$ cat src/rtl/id_ex_operand_stage_if.sv
// Purpose: ID/EX bundle between the decode side and the operand stage.
//   Carries the stall/flush/forwarding controls, ID operands and control,
//   the registered EX outputs, id_hold and the stall statistics.
// Modports: master drives the ID side and observes EX; slave is the stage.
interface id_ex_operand_stage_if #(
  parameter int unsigned DATA_W = 32,
  parameter int unsigned REG_W  = 4,
  parameter int unsigned OP_W   = 6,
  parameter int unsigned CNT_W  = 16
);
  // ID side
  logic              stall;
  logic              flush;
  logic [1:0]        fwa;
  logic [1:0]        fwb;
  logic [DATA_W-1:0] rf_a;
  logic [DATA_W-1:0] rf_b;
  logic [DATA_W-1:0] fw_ex;
  logic [DATA_W-1:0] fw_mem;
  logic [DATA_W-1:0] fw_wb;
  logic [DATA_W-1:0] imm_in;
  logic              use_imm_in;
  logic [OP_W-1:0]   op_in;
  logic [REG_W-1:0]  rd_in;
  logic              rw_in;
  logic              mem_rd_in;
  logic              mem_wr_in;
  logic              valid_in;
  // EX side
  logic [DATA_W-1:0] ex_a;
  logic [DATA_W-1:0] ex_b;
  logic [DATA_W-1:0] ex_store;
  logic [DATA_W-1:0] ex_imm;
  logic [OP_W-1:0]   ex_op;
  logic [REG_W-1:0]  ex_rd;
  logic              ex_rw;
  logic              ex_mem_rd;
  logic              ex_mem_wr;
  logic              ex_valid;
  logic              id_hold;
  logic [CNT_W-1:0]  stall_cnt;
  logic              stall_err;

  modport master (
    output stall, flush, fwa, fwb, rf_a, rf_b, fw_ex, fw_mem, fw_wb,
           imm_in, use_imm_in, op_in, rd_in, rw_in, mem_rd_in, mem_wr_in, valid_in,
    input  ex_a, ex_b, ex_store, ex_imm, ex_op, ex_rd, ex_rw, ex_mem_rd,
           ex_mem_wr, ex_valid, id_hold, stall_cnt, stall_err
  );

  modport slave (
    input  stall, flush, fwa, fwb, rf_a, rf_b, fw_ex, fw_mem, fw_wb,
           imm_in, use_imm_in, op_in, rd_in, rw_in, mem_rd_in, mem_wr_in, valid_in,
    output ex_a, ex_b, ex_store, ex_imm, ex_op, ex_rd, ex_rw, ex_mem_rd,
           ex_mem_wr, ex_valid, id_hold, stall_cnt, stall_err
  );
endinterface

$ cat src/rtl/id_ex_operand_stage.sv
// Purpose: ID/EX operand stage. Picks each operand from the register file or
//   a forwarded EX/MEM/WB result, registers operands and control into EX,
//   and inserts a bubble on stall, flush or an invalid ID slot. Tracks total
//   stall cycles (saturating) and flags stall runs longer than MAX_STALL.
// Ports: clk, rst_n (synchronous, active low), bus (slave side of the
//   ID/EX bundle; id_hold is combinational, everything else registered).
module id_ex_operand_stage #(
  parameter int unsigned DATA_W    = 32,
  parameter int unsigned REG_W     = 4,
  parameter int unsigned OP_W      = 6,
  parameter int unsigned CNT_W     = 16,
  parameter int unsigned MAX_STALL = 1
) (
  input  logic                  clk,
  input  logic                  rst_n,
  id_ex_operand_stage_if.slave  bus
);

  logic [DATA_W-1:0] fwd_a;
  logic [DATA_W-1:0] fwd_b;
  logic              issue;

  logic [DATA_W-1:0] ex_a_q, ex_a_d;
  logic [DATA_W-1:0] ex_b_q, ex_b_d;
  logic [DATA_W-1:0] ex_store_q, ex_store_d;
  logic [DATA_W-1:0] ex_imm_q, ex_imm_d;
  logic [OP_W-1:0]   ex_op_q, ex_op_d;
  logic [REG_W-1:0]  ex_rd_q, ex_rd_d;
  logic              ex_rw_q, ex_rw_d;
  logic              ex_mem_rd_q, ex_mem_rd_d;
  logic              ex_mem_wr_q, ex_mem_wr_d;
  logic              ex_valid_q, ex_valid_d;
  logic [CNT_W-1:0]  stall_cnt_q, stall_cnt_d;
  logic [CNT_W-1:0]  run_q, run_d;
  logic              stall_err_q, stall_err_d;

  // Forwarding muxes: 00 rf, 01 EX, 10 MEM, 11 WB
  always_comb begin
    fwd_a = bus.rf_a;
    fwd_b = bus.rf_b;
    case (bus.fwa)
      2'b01:   fwd_a = bus.fw_ex;
      2'b10:   fwd_a = bus.fw_mem;
      2'b11:   fwd_a = bus.fw_wb;
      default: fwd_a = bus.rf_a;
    endcase
    case (bus.fwb)
      2'b01:   fwd_b = bus.fw_ex;
      2'b10:   fwd_b = bus.fw_mem;
      2'b11:   fwd_b = bus.fw_wb;
      default: fwd_b = bus.rf_b;
    endcase
  end

  assign issue = bus.valid_in & ~bus.stall & ~bus.flush;

  // Next EX contents: full load on issue, all-zero bubble otherwise
  always_comb begin
    ex_a_d      = '0;
    ex_b_d      = '0;
    ex_store_d  = '0;
    ex_imm_d    = '0;
    ex_op_d     = '0;
    ex_rd_d     = '0;
    ex_rw_d     = 1'b0;
    ex_mem_rd_d = 1'b0;
    ex_mem_wr_d = 1'b0;
    ex_valid_d  = 1'b0;
    if (issue) begin
      ex_a_d      = fwd_a;
      ex_b_d      = bus.use_imm_in ? bus.imm_in : fwd_b;
      ex_store_d  = fwd_b;
      ex_imm_d    = bus.imm_in;
      ex_op_d     = bus.op_in;
      ex_rd_d     = bus.rd_in;
      ex_rw_d     = bus.rw_in;
      ex_mem_rd_d = bus.mem_rd_in;
      ex_mem_wr_d = bus.mem_wr_in;
      ex_valid_d  = 1'b1;
    end
  end

  // Stall statistics: saturating total, consecutive-run length, sticky error
  always_comb begin
    stall_cnt_d = stall_cnt_q;
    run_d       = '0;
    if (bus.stall) begin
      if (!(&stall_cnt_q)) stall_cnt_d = stall_cnt_q + CNT_W'(1);
      run_d = (&run_q) ? run_q : run_q + CNT_W'(1);
    end
    stall_err_d = stall_err_q | (run_d > CNT_W'(MAX_STALL));
  end

  always_ff @(posedge clk) begin
    if (!rst_n) begin
      ex_a_q      <= '0;
      ex_b_q      <= '0;
      ex_store_q  <= '0;
      ex_imm_q    <= '0;
      ex_op_q     <= '0;
      ex_rd_q     <= '0;
      ex_rw_q     <= 1'b0;
      ex_mem_rd_q <= 1'b0;
      ex_mem_wr_q <= 1'b0;
      ex_valid_q  <= 1'b0;
      stall_cnt_q <= '0;
      run_q       <= '0;
      stall_err_q <= 1'b0;
    end else begin
      ex_a_q      <= ex_a_d;
      ex_b_q      <= ex_b_d;
      ex_store_q  <= ex_store_d;
      ex_imm_q    <= ex_imm_d;
      ex_op_q     <= ex_op_d;
      ex_rd_q     <= ex_rd_d;
      ex_rw_q     <= ex_rw_d;
      ex_mem_rd_q <= ex_mem_rd_d;
      ex_mem_wr_q <= ex_mem_wr_d;
      ex_valid_q  <= ex_valid_d;
      stall_cnt_q <= stall_cnt_d;
      run_q       <= run_d;
      stall_err_q <= stall_err_d;
    end
  end

  assign bus.ex_a      = ex_a_q;
  assign bus.ex_b      = ex_b_q;
  assign bus.ex_store  = ex_store_q;
  assign bus.ex_imm    = ex_imm_q;
  assign bus.ex_op     = ex_op_q;
  assign bus.ex_rd     = ex_rd_q;
  assign bus.ex_rw     = ex_rw_q;
  assign bus.ex_mem_rd = ex_mem_rd_q;
  assign bus.ex_mem_wr = ex_mem_wr_q;
  assign bus.ex_valid  = ex_valid_q;
  assign bus.stall_cnt = stall_cnt_q;
  assign bus.stall_err = stall_err_q;

  // Flush redirects fetch, so it overrides the hold request
  assign bus.id_hold = bus.stall & ~bus.flush;

endmodule

$ cat src/flat_wrapper.sv
// flat-port wrapper written by rule: the top's interface ports become plain ports
module id_ex_operand_stage_flat 
#(
  parameter int unsigned DATA_W    = 32,
  parameter int unsigned REG_W     = 4,
  parameter int unsigned OP_W      = 6,
  parameter int unsigned CNT_W     = 16,
  parameter int unsigned MAX_STALL = 1
)
  (clk, rst_n, bus_stall, bus_flush, bus_fwa, bus_fwb, bus_rf_a, bus_rf_b, bus_fw_ex, bus_fw_mem, bus_fw_wb, bus_imm_in, bus_use_imm_in, bus_op_in, bus_rd_in, bus_rw_in, bus_mem_rd_in, bus_mem_wr_in, bus_valid_in, bus_ex_a, bus_ex_b, bus_ex_store, bus_ex_imm, bus_ex_op, bus_ex_rd, bus_ex_rw, bus_ex_mem_rd, bus_ex_mem_wr, bus_ex_valid, bus_id_hold, bus_stall_cnt, bus_stall_err);
  id_ex_operand_stage_if #(.DATA_W(DATA_W), .REG_W(REG_W), .OP_W(OP_W), .CNT_W(CNT_W)) bus_i ();
  input  logic clk;
  input  logic rst_n;
  input wire logic [$bits(bus_i.stall)-1:0] bus_stall;
  input wire logic [$bits(bus_i.flush)-1:0] bus_flush;
  input wire logic [$bits(bus_i.fwa)-1:0] bus_fwa;
  input wire logic [$bits(bus_i.fwb)-1:0] bus_fwb;
  input wire logic [$bits(bus_i.rf_a)-1:0] bus_rf_a;
  input wire logic [$bits(bus_i.rf_b)-1:0] bus_rf_b;
  input wire logic [$bits(bus_i.fw_ex)-1:0] bus_fw_ex;
  input wire logic [$bits(bus_i.fw_mem)-1:0] bus_fw_mem;
  input wire logic [$bits(bus_i.fw_wb)-1:0] bus_fw_wb;
  input wire logic [$bits(bus_i.imm_in)-1:0] bus_imm_in;
  input wire logic [$bits(bus_i.use_imm_in)-1:0] bus_use_imm_in;
  input wire logic [$bits(bus_i.op_in)-1:0] bus_op_in;
  input wire logic [$bits(bus_i.rd_in)-1:0] bus_rd_in;
  input wire logic [$bits(bus_i.rw_in)-1:0] bus_rw_in;
  input wire logic [$bits(bus_i.mem_rd_in)-1:0] bus_mem_rd_in;
  input wire logic [$bits(bus_i.mem_wr_in)-1:0] bus_mem_wr_in;
  input wire logic [$bits(bus_i.valid_in)-1:0] bus_valid_in;
  output wire logic [$bits(bus_i.ex_a)-1:0] bus_ex_a;
  output wire logic [$bits(bus_i.ex_b)-1:0] bus_ex_b;
  output wire logic [$bits(bus_i.ex_store)-1:0] bus_ex_store;
  output wire logic [$bits(bus_i.ex_imm)-1:0] bus_ex_imm;
  output wire logic [$bits(bus_i.ex_op)-1:0] bus_ex_op;
  output wire logic [$bits(bus_i.ex_rd)-1:0] bus_ex_rd;
  output wire logic [$bits(bus_i.ex_rw)-1:0] bus_ex_rw;
  output wire logic [$bits(bus_i.ex_mem_rd)-1:0] bus_ex_mem_rd;
  output wire logic [$bits(bus_i.ex_mem_wr)-1:0] bus_ex_mem_wr;
  output wire logic [$bits(bus_i.ex_valid)-1:0] bus_ex_valid;
  output wire logic [$bits(bus_i.id_hold)-1:0] bus_id_hold;
  output wire logic [$bits(bus_i.stall_cnt)-1:0] bus_stall_cnt;
  output wire logic [$bits(bus_i.stall_err)-1:0] bus_stall_err;
  assign bus_i.stall = bus_stall;
  assign bus_i.flush = bus_flush;
  assign bus_i.fwa = bus_fwa;
  assign bus_i.fwb = bus_fwb;
  assign bus_i.rf_a = bus_rf_a;
  assign bus_i.rf_b = bus_rf_b;
  assign bus_i.fw_ex = bus_fw_ex;
  assign bus_i.fw_mem = bus_fw_mem;
  assign bus_i.fw_wb = bus_fw_wb;
  assign bus_i.imm_in = bus_imm_in;
  assign bus_i.use_imm_in = bus_use_imm_in;
  assign bus_i.op_in = bus_op_in;
  assign bus_i.rd_in = bus_rd_in;
  assign bus_i.rw_in = bus_rw_in;
  assign bus_i.mem_rd_in = bus_mem_rd_in;
  assign bus_i.mem_wr_in = bus_mem_wr_in;
  assign bus_i.valid_in = bus_valid_in;
  assign bus_ex_a = bus_i.ex_a;
  assign bus_ex_b = bus_i.ex_b;
  assign bus_ex_store = bus_i.ex_store;
  assign bus_ex_imm = bus_i.ex_imm;
  assign bus_ex_op = bus_i.ex_op;
  assign bus_ex_rd = bus_i.ex_rd;
  assign bus_ex_rw = bus_i.ex_rw;
  assign bus_ex_mem_rd = bus_i.ex_mem_rd;
  assign bus_ex_mem_wr = bus_i.ex_mem_wr;
  assign bus_ex_valid = bus_i.ex_valid;
  assign bus_id_hold = bus_i.id_hold;
  assign bus_stall_cnt = bus_i.stall_cnt;
  assign bus_stall_err = bus_i.stall_err;
  id_ex_operand_stage #(.DATA_W(DATA_W), .REG_W(REG_W), .OP_W(OP_W), .CNT_W(CNT_W), .MAX_STALL(MAX_STALL)) u_core (.clk(clk), .rst_n(rst_n), .bus(bus_i));
endmodule
$ cat config.mk
export PLATFORM = sky130hd
export DESIGN_NAME = id_ex_operand_stage_flat
export DESIGN_NICKNAME = d
export VERILOG_FILES = /design/src/rtl/id_ex_operand_stage_if.sv /design/src/rtl/id_ex_operand_stage.sv /design/src/flat_wrapper.sv
export SDC_FILE = /design/constraint.sdc
export NUM_CORES = 1
export LEC_CHECK = 0
export CAP_MARGIN = 20
export CORE_AREA = 3 3 143 145
export CTS_BUF_LIST = sky130_fd_sc_hd__clkbuf_16
export DETAILED_ROUTE_END_ITERATION = 10
export DIE_AREA = 0 0 146 148
export PLACE_DENSITY = 0.78
export SLEW_MARGIN = 25
export SYNTH_ARGS = -nofsm -noshare
export SYNTH_HDL_FRONTEND = slang
export SYNTH_SLANG_ARGS = --single-unit
$ cat constraint.sdc
create_clock -name clk -period 3 [get_ports clk]
set_clock_uncertainty 0.2 [all_clocks]
set_input_delay 0.6 -clock clk [delete_from_list [all_inputs] [get_ports clk]]
set_output_delay 0.6 -clock clk [all_outputs]
set_load 0.01 [all_outputs]
# After elaboration in Yosys (flattened, before gate mapping)
# Cells that the tools add are included.
[totals] regBits=175 input_bits=215 out_inout_bits=160 elab_cells=39
[op_classes] n_addsub=2 n_lt_le_gt_ge=1 n_eq_ne=6 mux=6 bitwise_logic=7 n_reduce_logical=4
[op_table] operator="one-hot mux 32 bit (3 select lines)" count=2
[op_table] operator="adder 16 x 1 -> 16 bit (second input constant)" count=2
[op_table] operator="2-to-1 mux 16 bit" count=2
[op_table] operator="2-to-1 mux 32 bit" count=1
[op_table] operator="AND reduction 16 bit" count=2
[op_table] operator="> comparator 16 x 1 -> 1 bit (second input constant)" count=1
[op_table] operator="== test 2 bit (second input constant)" count=4
[op_table] operator="== test 2 x 1 -> 1 bit (second input constant)" count=2
[op_table] operator="AND reduction 2 bit" count=2
[op_table] operator="AND 1 bit" count=3
[op_table] operator="inverter 1 bit" count=3
[op_table] operator="2-to-1 mux 1 bit" count=1
[op_table] operator="bitwise OR 1 bit" count=1

# Logic depth before layout (Yosys ltp)
# Gate-level depths: netlist of run 1.
[logic_depth] word_depth=5 depth_mapped=8 mapped_depth_nobuf=7

# Worst setup path after synthesis of run 1
# Ideal clock, no wire load.
[synth_path] path_kind="register -> register" start="register u_core.run_q[0]" end="register u_core.stall_err_q, in the netlist u_core.bus.stall_err" setup_time_ns=0.131 arrival_ns=2.046 required_time_ns=2.669 path_slack_ns=0.623 stages_incl_launch_ff=9 path_buffers=1 synth_period_minus_slack_ns=2.377 cell_sequence="dfxtp_1 ha_1 nand4_4 or4_1 buf_2 a221oi_2 a21oi_1 nor4_1 a31oi_1"
[synth_via] elab_chain_cells=5 word_cells_on_any_way=6 classes_between="add/sub: 1; order compare: 1; mux: 2; bitwise: 1; reduce/logical: 1"
[synth_rtl] element="start: declaration" line="id_ex_operand_stage.sv:34" text="logic [CNT_W-1:0] run_q, run_d;"
[synth_rtl] element="start signal: assignment" line="id_ex_operand_stage.sv:121" text="run_q <= run_d;"
[synth_rtl] element="adder 16 x 1 -> 16 bit / AND reduction 16 bit (equally long branches)" line="id_ex_operand_stage.sv:89" text="run_d = (&run_q) ? run_q : run_q + CNT_W'(1);"
[synth_rtl] element="2-to-1 mux 16 bit (*)" line="id_ex_operand_stage.sv:89"
[synth_rtl] element="2-to-1 mux 16 bit (*)" line="id_ex_operand_stage.sv:87" text="if (bus.stall) begin"
[synth_rtl] element="> comparator 16 x 1 -> 1 bit (*)" line="id_ex_operand_stage.sv:91" text="stall_err_d = stall_err_q | (run_d > CNT_W'(MAX_STALL));"
[synth_rtl] element="bitwise OR 1 bit (*)" line="id_ex_operand_stage.sv:91"
[synth_rtl] element="end signal: assignment" line="id_ex_operand_stage.sv:122" text="stall_err_q <= stall_err_d;"
[synth_rtl] element="end: declaration" line="id_ex_operand_stage.sv:35" text="logic stall_err_q, stall_err_d;"
# Every way passes the cells marked *; elsewhere a longest branch is shown, timed or not.
# A chain may end at the register's enable or synchronous reset.

# Final worst setup path of run 1
[layout_path] start="input bus_stall" end="output bus_id_hold"
[layout_via] elab_chain_cells=1
[layout_rtl] element="start: declaration" line="flat_wrapper.sv:14" text="input wire logic [$bits(bus_i.stall)-1:0] bus_stall;"
[layout_rtl] element="AND 1 bit" line="id_ex_operand_stage.sv:140" text="assign bus.id_hold = bus.stall & ~bus.flush;"
[layout_rtl] element="end: declaration" line="flat_wrapper.sv:41" text="output wire logic [$bits(bus_i.id_hold)-1:0] bus_id_hold;"
# Every way passes these cells.

==> flow_summary.rst, run 1 <==
.. list-table::
   :header-rows: 1

   * - Metric
     - Value
   * - I/O pin count
     - 375
   * - HPWL after detailed placement
     - 21.35 mm
   * - Number of rows created at floorplan
     - 51
   * - Post-synthesis net count
     - 832
   * - Buffer and inverter count on the worst path
     - 2
   * - Power density relative to cell area
     - 456.1 nW/um^2
   * - Slowest cell delay on critical path
     - 0.60 ns
   * - Final standard cell utilization of the core
     - 61.94%
   * - DRC marker count from the first detailed-route iteration
     - 194
   * - Clock network latency to the later pin of the worst-skew pair
     - 0.42 ns
   * - Measured slew at the worst slew-check pin
     - 0.5996 ns
   * - Path type of the worst setup path
     - in2out
   * - Routed WL per cell
     - 21.21 um
   * - Post-synth EDFFs
     - 0
   * - Leading cell type by number of instances after synthesis
     - dfxtp_1
   * - Clock root cell
     - clkbuf_16
   * - Horizontal die dimension
     - 146 um
   * - Via/cell ratio
     - 4.903
   * - H-tree lvl count
     - 4
   * - CTS Buffer Depth
     - 2
   * - Port-buffer cells
     - 374
   * - Post-cts gate resize count
     - 0
   * - Top-area cell type share of the netlist area
     - 48.42%
   * - Overall Global Routing Usage
     - 24.36%
   * - Hold violation count in the final report
     - 0
   * - Layout net count
     - 1199
   * - Family of cells with the greatest summed delay on the critical path
     - buffers and inverters
   * - TritonCTS clock tree
     - done
   * - Synth Register Bits
     - 175
   * - Final setup vio count
     - 0
   * - Largest cells by area after synthesis
     - dfxtp_1 (48%), mux4_2 (20%), and2_1 (9.6%), mux2i_1 (5.0%), nor2_1 (3.3%)
   * - Via count
     - 6212
   * - Remaining antenna violation count after routing
     - 0
   * - Die Outline Area
     - 21610 um^2
   * - Max-cap viol count
     - 0
   * - Hold bufs inserted after CTS
     - 0
   * - Type of element launching the critical path
     - input port
   * - Area growth from synthesis to layout
     - 65.52%
   * - Pins Over Slew Limit
     - 0
   * - Final critical-path required period
     - 2.697 ns
   * - Synthesis Warnings
     - 0
   * - Initial cell density of the core
     - 37.42%
   * - Hold crit path type
     - reg2reg
   * - First-pass iteration count of the detailed router
     - 4
   * - Number of antenna violations at the first check in global routing
     - 8
   * - Highest-delay cell along the critical path
     - clkdlybuf4s50_1
   * - Fraction of the cycle the final worst path needs
     - 89.91%
   * - Overall overflow remaining after global route
     - 0
   * - Leading area contributor after synthesis
     - dfxtp_1
   * - Pin count of the biggest net entering global routing
     - 33
   * - Share of async-settable or async-resettable flops after synthesis
     - 0%
   * - Crit path capture type
     - primary output
   * - Count of fill cells added during filler insertion
     - 1529
   * - First-pass GRT wire length
     - 39.30 mm
   * - Total clock sinks
     - 175
   * - Last weighted congestion value of the routability-driven placer
     - 0.8752
   * - Required time reported for the critical path endpoint
     - 2.20 ns
   * - Wirelength, routed
     - 26.88 mm
   * - Cell with the most instances on the worst path
     - clkdlybuf4s50_1
   * - Final sum of negative setup slack
     - 0 ns
   * - Part of the Yosys area used for sequential elements
     - 48.42%
   * - Leak
     - 4.467 nW
   * - Predominant post-synthesis flop cell
     - dfxtp_1
   * - Top achievable clock speed
     - 370.8 MHz
   * - Synth cell types
     - 43
   * - Worst path cell trace
     - clkdlybuf4s50_1 > nor2b_1 > clkdlybuf4s50_1
   * - Syn Area/Cell
     - 11.77 um^2
   * - Clock transition time at the flip-flop clock pins of the worst setup and hold paths
     - 0.07 ns
   * - Number of global-route vias before repair
     - 6565
   * - Die Y-Extent
     - 148 um
   * - Post-route DRC
     - 0
   * - Fraction of layout instances using a drive strength above 1
     - 12.56%
   * - Outcome
     - finished clean
   * - Std-Cell Core Area
     - 19330 um^2
   * - Post-Syn Area
     - 7236 um^2
   * - Maximum fanout encountered on the critical timing path
     - 8
   * - Data arrival time of the critical path
     - 1.90 ns
   * - Number of standard cells after synthesis
     - 615
   * - Worst slew margin relative to its limit
     - 59.66%
   * - Postcts setup bufs
     - 0
   * - Synth cell count leaders
     - dfxtp_1 (175), and2_1 (111), mux4_2 (64), nor2_1 (64), mux2i_1 (36)
   * - Number of buffers inserted during clock tree synthesis
     - 17
   * - RSZ-0062 raised after global routing
     - false
   * - Peak supply drop
     - 0.4277 mV
[cells in the final DEF, fill, tap and decap left out, types with 3 or more instances in the layout]
cell,count
and2_1,111
nand2_1,15
inv_8,4
buf_2,5
nand4_1,11
inv_1,4
diode_2,7
inv_6,3
a31oi_1,3
mux4_2,64
o21ai_0,3
nand3_1,11
mux2i_1,36
xor2_1,15
clkbuf_16,17
clkdlybuf4s50_1,369
xnor2_1,6
clkinvlp_4,3
nor3_1,3
nor2_1,64
dfxtp_1,175
buf_12,8
nor2b_1,4
a21oi_1,8
buf_4,9
nor4_1,5
and3_1,4
[worst register-to-register path, cell delays in order, from the launching register on]
cell	delay (ns)
dfxtp_1	0.37
ha_1	0.32
nand4_4	0.20
or4_1	0.71
a221oi_2	0.29
a21oi_1	0.07
nor4_1	0.26
a31oi_1	0.11
[stage by stage]
step | setup slack (ns) | total power [W] | cell area, um^2 | std cells | hold slack (ns)
2_1_floorplan | 0.6231 | 0.002734 | 7236 | 615 | 0.2488
3_3_place_gp | 0.1917 | 0.003198 | 11340 | 1228 | 0.2577
3_5_place_dp | 0.1634 | 0.003208 | 11340 | 1228 | 0.2914
4_1_cts | 0.2996 | 0.005525 | 11960 | 1260 | 0.3035
5_1_grt | 0.1967 | 0.005661 | 11970 | 1266 | 0.3173
6_report | 0.3028 | 0.005463 | 11980 | 1267 | 0.2943
[cells by family (layout without fill, tap and decap cells)]
family                   Yosys count  count (layout)  synth area share (%)
multiplexers                     101             101                 25.06
adder cells (fa/ha/maj)            2               2                0.3458
XOR/XNOR                          21              21                 2.542
AO/OA/AOI/OAI                     24              24                 2.283
flip-flops                       175             175                 48.42
buffers and inverters             49             429                 2.732
other                              0               7                     0
AND/OR/NAND/NOR                  243             243                 18.62
[routing by layer]
layer  global-route usage (%)  part of all wire [%]  up-vias
li1                         -                     -     2921
met1                    25.82                    35     2970
met2                    42.41                    51      272
met3                    11.80                    11       45
met4                    8.655                   2.8        4
met5                        0                 0.078        -
[worst paths after layout]
| kind | from | endpoint | slack [ns] | depth (start not counted) |
|---|---|---|---|---|
| setup reg to reg | u_core.run_q[0]$_SDFF_PN0_ | u_core.bus.stall_err$_SDFF_PN0_ | 0.35 | 7 |
| hold / removal | u_core.run_q[1]$_SDFF_PN0_ | u_core.run_q[1]$_SDFF_PN0_ | 0.29 | 2 |
| hold reg to reg | u_core.run_q[1]$_SDFF_PN0_ | u_core.run_q[1]$_SDFF_PN0_ | 0.29 | 2 |
| setup / recovery | bus_stall | bus_id_hold | 0.30 | 3 |
[registers in the layout, indices dropped and copies added, names as in the netlist]
name,cells
u_core.bus.ex_imm,32
u_core.bus.ex_store,32
u_core.bus.ex_mem_wr,1
u_core.bus.ex_rw,1
u_core.bus.ex_b,32
u_core.bus.ex_rd,4
u_core.bus.stall_err,1
u_core.bus.ex_mem_rd,1
u_core.run_q,16
u_core.bus.ex_a,32
u_core.bus.ex_valid,1
u_core.bus.ex_op,6
u_core.bus.stall_cnt,16
[power breakdown]
group          leakage, nW  internal [W]  switching [W]
combinational         2.76      0.000508       0.000268
clock                0.294       0.00127        0.00103
sequential            1.42       0.00236      0.0000171
total                 4.47       0.00414        0.00132
[layout make-up]
class,count,area [um^2],share of cell area [%]
Antenna cell,7,17.52,0.1463
Clock buffer,17,425.4,3.552
Clock inverter,15,195.2,1.630
Inverter,6,22.52,0.1880
Multi-Input combinational cell,391,3535,29.51
Sequential cell,175,3503,29.25
Tap cell,265,331.6,2.768
Timing Repair Buffer,391,3946,32.95
Note: power is estimated with default switching activity, not from simulation.
==> run 2: changes to the inputs <==
--- a/config.mk
+++ b/config.mk
@@ -6,11 +6,13 @@
 export NUM_CORES = 1
 export LEC_CHECK = 0
 export CAP_MARGIN = 20
-export CORE_AREA = 3 3 143 145
+export CELL_PAD_IN_SITES_DETAIL_PLACEMENT = 1
+export CELL_PAD_IN_SITES_GLOBAL_PLACEMENT = 1
+export CORE_MARGIN = 3
+export CORE_UTILIZATION = 30
 export CTS_BUF_LIST = sky130_fd_sc_hd__clkbuf_16
 export DETAILED_ROUTE_END_ITERATION = 10
-export DIE_AREA = 0 0 146 148
-export PLACE_DENSITY = 0.78
+export PLACE_DENSITY = 0.83
 export SLEW_MARGIN = 25
 export SYNTH_ARGS = -nofsm -noshare
 export SYNTH_HDL_FRONTEND = slang
==> run 2 against run 1 <==
  * First-iteration DRC count is 14% higher
  * Final cell count is 3.6% higher
  * Sequential power hardly changed
  * Wire length is 9.5% higher
  * Clock-buffer cell count stayed put
  * Power is 2.7% lower
  * Maximum frequency is 2.6% higher
  * Critical path depth is 4 higher
  * Clock power is 7% lower
==> flow_summary.rst, run 2 (synthesized netlist as in run 1, its figures left out) <==
.. list-table::
   :header-rows: 1

   * - Metric
     - Value
   * - CTS Buffer Depth
     - 2
   * - Routed WL per cell
     - 22.41 um
   * - Pin count of the biggest net entering global routing
     - 61
   * - Hold bufs inserted after CTS
     - 0
   * - Last weighted congestion value of the routability-driven placer
     - 0.8376
   * - Top achievable clock speed
     - 380.2 MHz
   * - Peak supply drop
     - 0.3608 mV
   * - HPWL after detailed placement
     - 23.02 mm
   * - Overall Global Routing Usage
     - 22.18%
   * - Measured slew at the worst slew-check pin
     - 0.5641 ns
   * - Endpoint of the worst hold-timing path
     - u_core.run_q[1]$_SDFF_PN0_
   * - Path type of the worst setup path
     - reg2reg
   * - Area growth from synthesis to layout
     - 64.79%
   * - Final sum of negative setup slack
     - 0 ns
   * - Crit path capture type
     - register
   * - Count of fill cells added during filler insertion
     - 2541
   * - Remaining antenna violation count after routing
     - 0
   * - Via/cell ratio
     - 4.791
   * - Area used by multi-input combinational logic
     - 3535 um^2
   * - Initial cell density of the core
     - 30.64%
   * - Hold crit path type
     - reg2reg
   * - Leading cell type in the layout, fill and taps excluded
     - clkdlybuf4s50_1
   * - Number of rows created at floorplan
     - 56
   * - Overall overflow remaining after global route
     - 0
   * - Fraction of the cycle the final worst path needs
     - 87.67%
   * - Via count
     - 6290
   * - Startpoint of the worst-slack reg-to-reg timing path
     - u_core.run_q[0]$_SDFF_PN0_
   * - Endpoint of the lowest-slack register-to-register path
     - u_core.bus.stall_err$_SDFF_PN0_
   * - Power density relative to cell area
     - 445.9 nW/um^2
   * - Top library cells by usage in the layout, fill and taps aside
     - clkdlybuf4s50_1 (369), dfxtp_1 (175), and2_1 (111), mux4_2 (64), nor2_1 (64)
   * - Type of element launching the critical path
     - register
   * - Number of cells on the worst hold path
     - 2
   * - Number of global-route vias before repair
     - 6862
   * - Total clock sinks
     - 175
   * - Wirelength, routed
     - 29.42 mm
   * - Final setup vio count
     - 0
   * - Postcts setup bufs
     - 0
   * - Fraction of power consumed by the clock network
     - 40.5%
   * - DRC marker count from the first detailed-route iteration
     - 221
   * - I/O pin count
     - 375
   * - Fraction of layout instances using a drive strength above 1
     - 11.93%
   * - H-tree lvl count
     - 4
   * - Combinational Power Share
     - 14.8%
   * - Slack of the worst reg-to-reg path
     - 0.37 ns
   * - Pins Over Slew Limit
     - 0
   * - Clock network latency to the later pin of the worst-skew pair
     - 0.42 ns
   * - Final critical-path required period
     - 2.630 ns
   * - Min-delay src
     - u_core.run_q[1]$_SDFF_PN0_
   * - Maximum fanout encountered on the critical timing path
     - 10
   * - Number of antenna violations at the first check in global routing
     - 3
   * - Number of buffers inserted during clock tree synthesis
     - 17
   * - Die Y-Extent
     - 161.3 um
   * - Hold violation count in the final report
     - 0
   * - Port-buffer cells
     - 374
   * - Required time reported for the critical path endpoint
     - 3.10 ns
   * - Std-Cell Core Area
     - 23610 um^2
   * - Reg2reg path depth
     - 7
   * - Layout net count
     - 1193
   * - Sequential fraction of design power
     - 44.8%
   * - Outcome
     - finished clean
   * - Horizontal die dimension
     - 161.3 um
   * - Clock root cell
     - clkbuf_16
   * - Die Outline Area
     - 26020 um^2
   * - Leak
     - 4.415 nW
   * - Clock transition time at the flip-flop clock pins of the worst setup and hold paths
     - 0.07 ns
   * - First-pass iteration count of the detailed router
     - 4
   * - RSZ-0062 raised after global routing
     - false
   * - TritonCTS clock tree
     - done
   * - Final standard cell utilization of the core
     - 50.50%
   * - Psw
     - 0.001353 W
   * - Worst slew margin relative to its limit
     - 62.04%
   * - Sequential standard cell area
     - 3503 um^2
   * - Total internal power
     - 0.003964 W
   * - Post-route DRC
     - 0
   * - Net switching fraction of the power
     - 25.45%
   * - Max-cap viol count
     - 0
   * - First-pass GRT wire length
     - 43.23 mm
   * - Post-cts gate resize count
     - 0
   * - Data arrival time of the critical path
     - 2.73 ns
run 2: cell count changes in the layout (fill, tap and decap cells not counted), moves of 2 or more:
cell	change
clkinv_4	+3
inv_1	+2
buf_4	-5
inv_6	-3
diode_2	-2
bufinv_16	-2
run 2: metal layers:
metal / global-route usage [%] / share of wire (%)
met5: 0 / 0
met4: 6.453 / 2.0
met3: 8.105 / 7.8
met2: 39.18 / 52
met1: 25.13 / 38
run 2: final cells by class:
| class | instances | share of cell area (%) |
|---|---|---|
| repair buffers | 385 | 32.61 |
| multi-input cells | 391 | 29.64 |
| flip-flops and latches | 175 | 29.38 |
| clock buffers | 17 | 3.568 |
| well taps | 319 | 3.347 |
| clock inverters | 15 | 1.154 |
| inverters | 6 | 0.1889 |
| diodes | 5 | 0.1049 |
run 2: metrics by stage:
stage / std cells / total power, W / hold slack (ns) / area (um^2) / worst slack (ns)
5_1_grt: 1311 / 0.005521 / 0.3389 / 11920 / 0.1663
3_3_place_gp: 1276 / 0.003206 / 0.2625 / 11350 / 0.3350
4_1_cts: 1308 / 0.005376 / 0.3055 / 11910 / 0.3657
2_1_floorplan: 615 / 0.002734 / 0.2488 / 7236 / 0.6231
3_5_place_dp: 1276 / 0.003222 / 0.2935 / 11350 / 0.2914
6_report: 1313 / 0.005317 / 0.3003 / 11920 / 0.3700
run 2: worst max-delay path by stage:
stage / from / end / slack [ns]
after CTS: u_core.run_q[0]$_SDFF_PN0_ / u_core.bus.stall_err$_SDFF_PN0_ / 0.37
after global routing: u_core.run_q[0]$_SDFF_PN0_ / u_core.bus.stall_err$_SDFF_PN0_ / 0.17
after floorplan: u_core.run_q[0]$_SDFF_PN0_ / u_core.bus.stall_err$_SDFF_PN0_ / 0.62
after global placement: rst_n / u_core.bus.ex_a[15]$_SDFF_PN0_ / 0.34
final: u_core.run_q[0]$_SDFF_PN0_ / u_core.bus.stall_err$_SDFF_PN0_ / 0.37
after detailed placement: rst_n / u_core.bus.ex_a[31]$_SDFF_PN0_ / 0.29
run 2: power by group through the flow:
stage / clock (W) / sequential, W / combinational, W
after floorplan: 0 / 0.00245 / 0.000283
after global placement: 0 / 0.00243 / 0.000772
after detailed placement: 0 / 0.00243 / 0.000787
after CTS: 0.00220 / 0.00238 / 0.000792
after global routing: 0.00230 / 0.00238 / 0.000833
final: 0.00215 / 0.00238 / 0.000785
run 2: critical path, cell delays in order, from the launching register on:
cell and delay (ns):
dfxtp_1 0.38, ha_1 0.31, nand4_4 0.20, or4_1 0.69, a221oi_2 0.31, a21oi_1 0.07
nor4_1 0.24, a31oi_1 0.10
